### config.mk
export PLATFORM = sky130hd
export DESIGN_NAME = pixel_window_gen
export DESIGN_NICKNAME = d
export VERILOG_FILES = /design/src/rtl/pixel_window_gen.sv
export SDC_FILE = /design/constraint.sdc
export NUM_CORES = 1
export LEC_CHECK = 0
export ABC_AREA = 1
export BUFFER_PORTS_ARGS = -buffer_cell sky130_fd_sc_hd__buf_2
export CAP_MARGIN = 20
export CORE_ASPECT_RATIO = 1.5
export CORE_MARGIN = 2
export CORE_UTILIZATION = 53
export DETAILED_ROUTE_END_ITERATION = 6
export GPL_ROUTABILITY_DRIVEN = 0
export PLACE_DENSITY = 0.76
export SYNTH_ARGS = -nofsm -noshare
export SYNTH_HDL_FRONTEND = slang
export SYNTH_SLANG_ARGS = --single-unit
### constraint.sdc
create_clock -name clk -period 2.79 [get_ports clk]
set_input_delay 0.279 -clock clk [delete_from_list [all_inputs] [get_ports clk]]
set_output_delay 0.279 -clock clk [all_outputs]
set_load 0.05 [all_outputs]
### src/rtl/pixel_window_gen.sv
// Streaming 3x3 window generator: two line buffers feed a 3x3 shift window.
// Optional status outputs (frame_done, win_cnt) are built when PIXWIN_STATUS_EN is defined.
module pixel_window_gen #(
  parameter int unsigned IMG_W = 8,
  parameter int unsigned IMG_H = 8,
  parameter int unsigned DW    = 8
) (
  input  logic          clk,
  input  logic          rst_n,
  input  logic [DW-1:0] pix_in,
  input  logic          pix_valid,
  input  logic          pix_sof,
  output logic          pix_ready,
  output logic [DW-1:0] win_p1,
  output logic [DW-1:0] win_p2,
  output logic [DW-1:0] win_p3,
  output logic [DW-1:0] win_p4,
  output logic [DW-1:0] win_p5,
  output logic [DW-1:0] win_p6,
  output logic [DW-1:0] win_p7,
  output logic [DW-1:0] win_p8,
  output logic [DW-1:0] win_p9,
  output logic          win_valid,
  input  logic          win_ready
`ifdef PIXWIN_STATUS_EN
  ,
  output logic          frame_done,
  output logic [15:0]   win_cnt
`endif
);

  localparam int unsigned CW = (IMG_W > 1) ? $clog2(IMG_W) : 1;
  localparam int unsigned RW = (IMG_H > 1) ? $clog2(IMG_H) : 1;

  logic [CW-1:0] col_q, col_d, cur_col;
  logic [RW-1:0] row_q, row_d, cur_row;
  logic          last_col, last_row, emit, accept;

  logic [DW-1:0] lb0_q [IMG_W];
  logic [DW-1:0] lb1_q [IMG_W];
  logic [DW-1:0] lb0_rd, lb1_rd;

  logic [DW-1:0] win_q [9];
  logic [DW-1:0] win_d [9];
  logic          valid_q, valid_d;

  assign pix_ready = !valid_q || win_ready;
  assign accept    = pix_valid && pix_ready;

  // pix_sof overrides the tracked position so a restart lands on (0,0) this cycle.
  assign cur_col  = pix_sof ? '0 : col_q;
  assign cur_row  = pix_sof ? '0 : row_q;
  assign last_col = (cur_col == CW'(IMG_W - 1));
  assign last_row = (cur_row == RW'(IMG_H - 1));
  assign emit     = (cur_row >= RW'(2)) && (cur_col >= CW'(2));

  assign lb0_rd = lb0_q[cur_col];
  assign lb1_rd = lb1_q[cur_col];

  always_comb begin
    col_d = col_q;
    row_d = row_q;
    if (accept) begin
      if (last_col) begin
        col_d = '0;
        row_d = last_row ? '0 : cur_row + 1'b1;
      end else begin
        col_d = cur_col + 1'b1;
        row_d = cur_row;
      end
    end
  end

  always_comb begin
    win_d   = win_q;
    valid_d = valid_q;
    if (accept) begin
      win_d[0] = win_q[1];
      win_d[1] = win_q[2];
      win_d[2] = lb1_rd;
      win_d[3] = win_q[4];
      win_d[4] = win_q[5];
      win_d[5] = lb0_rd;
      win_d[6] = win_q[7];
      win_d[7] = win_q[8];
      win_d[8] = pix_in;
      valid_d  = emit;
    end else if (win_ready) begin
      valid_d = 1'b0;
    end
  end

  always_ff @(posedge clk or negedge rst_n) begin
    if (!rst_n) begin
      col_q   <= '0;
      row_q   <= '0;
      valid_q <= 1'b0;
      win_q   <= '{default: '0};
    end else begin
      col_q   <= col_d;
      row_q   <= row_d;
      valid_q <= valid_d;
      win_q   <= win_d;
    end
  end

  // Line buffer RAM is intentionally not reset; read-before-write on the same column.
  always_ff @(posedge clk) begin
    if (accept) begin
      lb1_q[cur_col] <= lb0_q[cur_col];
      lb0_q[cur_col] <= pix_in;
    end
  end

  assign win_valid = valid_q;
  assign win_p1    = win_q[0];
  assign win_p2    = win_q[1];
  assign win_p3    = win_q[2];
  assign win_p4    = win_q[3];
  assign win_p5    = win_q[4];
  assign win_p6    = win_q[5];
  assign win_p7    = win_q[6];
  assign win_p8    = win_q[7];
  assign win_p9    = win_q[8];

`ifdef PIXWIN_STATUS_EN
  logic        fd_q, fd_d;
  logic [15:0] cnt_q, cnt_d;

  always_comb begin
    fd_d  = accept && last_col && last_row;
    cnt_d = cnt_q;
    if (valid_q && win_ready && (cnt_q != 16'hFFFF)) begin
      cnt_d = cnt_q + 16'd1;
    end
    // A new frame start clears the count even if a window is consumed alongside it.
    if (accept && pix_sof) begin
      cnt_d = '0;
    end
  end

  always_ff @(posedge clk or negedge rst_n) begin
    if (!rst_n) begin
      fd_q  <= 1'b0;
      cnt_q <= '0;
    end else begin
      fd_q  <= fd_d;
      cnt_q <= cnt_d;
    end
  end

  assign frame_done = fd_q;
  assign win_cnt    = cnt_q;
`endif

endmodule

==> summary.txt <==
Status
  – Status: finished with violations
  – Failing checks: design-rule violations

Place
  – DP Wirelength: approximately 13000 um
  – Placed cell count: ~1.2k
  – I/O Buffers: 86
  – Pre-CTS setup slack: 677 ps

STA
  – Sum Neg Setup Slack: 0 ps
  – Final setup viols: 0
  – RSZ-0062 raised after global routing: false
  – Final Max Tran Viols: 0
  – Actual slew at the worst max-slew pin: about 750 ps
  – Final Worst Setup Slack: between 600 and 700 ps
  – Slew HR: 0.496
  – Crit share post-route: 0.765
  – Min cycle time layout: about 2100 ps
  – Fmax: between 400 and 500 MHz
  – Clock skew: ~11 ps
  – Hold Vio Cnt, Final: 0

Drt
  – Routed via count: ~6.3k
  – Via density: 5.23
  – Wire length per cell: 16.7 um
  – # DRC: 5
  – Drt total wl: 19900 um
  – Antenna-violating nets left: 0
  – DRT iter0 DRCs: 407
  – Detailed Routing Iterations Pass 1: 7

Setup path
  – Critical path class: flip-flop to flip-flop
  – Crit path DAT: 2310 ps
  – CP required: about 3000 ps
  – CP max FO: between 40 and 50
  – Startpoint types: flip-flop
  – Critical path capture point type: flip-flop
  – R2R Setup Slk: 660 ps

Cells and area
  – Layout cell share with drive strength beyond 1: 0.153
  – # nets final: just under 1k
  – Number of cells in the finished layout apart from fillers: 1196
  – Area Growth Syn to Fin: 14.7%
  – N_diodes: 0
  – Final Core Density: 0.618

Clock network
  – CTS resizes: 0
  – Clock Latency Late Sink: 490 ps
  – CTS tree: done
  – H-tree depth: 1
  – Num CTS Buffers: 18
  – Num Clock Sinks: around 210
  – Clock Tree Buf Depth: 3
  – Reg clk slew, reported paths: ~70 ps
  – CTS Root Cell: clkbuf_16

Pwr
  – Reg power frac: 0.463
  – Pint: between 5 and 6 mW
  – Comb power frac: 0.232
  – PwrDens: between 800 and 900 nW/um^2
  – Clock power frac: 0.305
  – Leak: approximately 5 nW
  – Sw Pwr: approximately 2.8 mW
  – Maximum vdd drop: 0.000653 V
  – Switching part of the total power: 0.336

Floorplanning
  – Num rows: 57
  – Full die area: about 17000 um^2
  – Die Y: around 160 um
  – Core Region: between 15000 and 20000 um^2
  – Die span in x: approximately 110 um
  – I/O pin total: 87
  – Initial Util: 0.539

Job
  – Max cap viols: 0

Logic synthesis
  – Most numerous cell in the Yosys netlist: nand2_1
  – Syn. warnings: 0
  – Yosys top cell by area: edfxtp_1
  – Syn_area_per_cell: between 9 and 10 um^2
  – Synth cell count leaders: nand2_1, edfxtp_1, nand3_1, dfrtp_1, inv_1
  – Syn Inst Count: between 800 and 900
  – Synth unique cells: 23
  – Synth area leaders: edfxtp_1, dfrtp_1, nand2_1
  – Synthesized area: ~8700 um^2
  – Share of the yosys chip area belonging to registers: 0.670
  – Synth Flop Type: edfxtp_1
  – Yosys top cell area share: 0.443
  – Number of synthesized flops with an enable pin: approximately 130
  – Syn_nets: 908
  – Yosys reg bits: between 200 and 250
  – Async set or reset register ratio after synthesis: 0.382

Global routing
  – Vias in the first global route: just over 6k
  – Total GRT Usage: 0.235
  – Largest net degree at the start of global routing: 70
  – Global route total overflow: 0
  – Initial antenna violation count: 0
  – First-pass GRT wire length: 31700 um

Worst hold path
  – HP Class: input port to flip-flop
critical path: stages (launching register included):
cell     delay, ps
dfrtp_1        380
nand2_1        130
nand2_2        210
inv_2          120
buf_4          360
nand2_1        180
nor2_1         190
buf_4          260
cells by family (layout without fill, tap and decap cells):
logic type,after synthesis,after routing,synth area share
AO/OA/AOI/OAI,13,13,0.00822
adder cells (fa/ha/maj),3,3,0.00432
buffers and inverters,124,222,0.0651
flip-flops,207,207,0.670
AND/OR/NAND/NOR,545,545,0.252
state kept, by name, summed over array words and instances, names as in the netlist:
register	cells
win_p1	8
win_p3	8
win_p7	8
win_valid	1
win_p2	8
col_q	3
win_p6	8
win_p8	8
lb1_q	64
row_q	3
win_p9	8
win_p4	8
lb0_q	64
win_p5	8
layer usage:
metal	GRT usage	wire length, um	share of wire
met1	0.309	8040	0.40
met2	0.401	10300	0.52
met3	0.0276	1030	0.051
met4	0.0839	552	0.028
met5	0	0	0
cell type report:
cell class / count / area (um^2)
fillers: 1309 / 6160
flip-flops and latches: 207 / 5820
multi-input cells: 561 / 2320
repair buffers: 112 / 656
clock buffers: 29 / 589
inverters: 78 / 293
well taps: 206 / 258
clock inverters: 3 / 21.3
timing repair:
action	in CTS	in global routing
buffers inserted	0	0
hold buffers	1	0
endpoints found under the hold margin	25	0
metrics by stage:
stage / area [um^2] / hold WS (ps) / power (mW)
6_report: 9960 / 101 / 8.29
5_1_grt: 9960 / 106 / 8.58
4_1_cts: 9960 / 86.1 / 8.32
3_5_place_dp: 9340 / 209 / 5.81
3_3_place_gp: 9340 / 207 / 5.77
2_1_floorplan: 8700 / -16.6 / 5.25
power groups by stage:
| stage | registers [mW] | clock network, mW | logic, mW |
|---|---|---|---|
| 5_1_grt | 3.87 | 2.65 | 2.06 |
| 6_report | 3.84 | 2.53 | 1.92 |
| 2_1_floorplan | 4.59 | 0 | 0.652 |
| 4_1_cts | 3.84 | 2.56 | 1.93 |
| 3_3_place_gp | 3.89 | 0 | 1.88 |
| 3_5_place_dp | 3.89 | 0 | 1.92 |
final timing paths:
kind | startpoint | endpoint | depth (start not counted)
setup / recovery | win_valid | lb0_q[4][0] | 7
hold / removal | pix_in[5] | win_p9[5] | 3
setup reg to reg | win_valid | lb0_q[4][0] | 7
hold reg to reg | win_p7[3] | win_p7[3] | 2
max in group asynchronous | rst_n | col_q[0] | 3
min in group asynchronous | rst_n | win_p7[4] | 2
layout by cell type, fill, tap and decap left out, drive strengths merged, types with 2 or more instances in the layout:
cell type	n
buf	111
inv	79
nand2	430
a21oi	2
edfxtp	128
nand3	99
clkbuf	29
nor2	13
dfrtp	79
clkinv	2
o21ai	8
nor3	2
ha	3
Power figures use the tool's default switching activity.
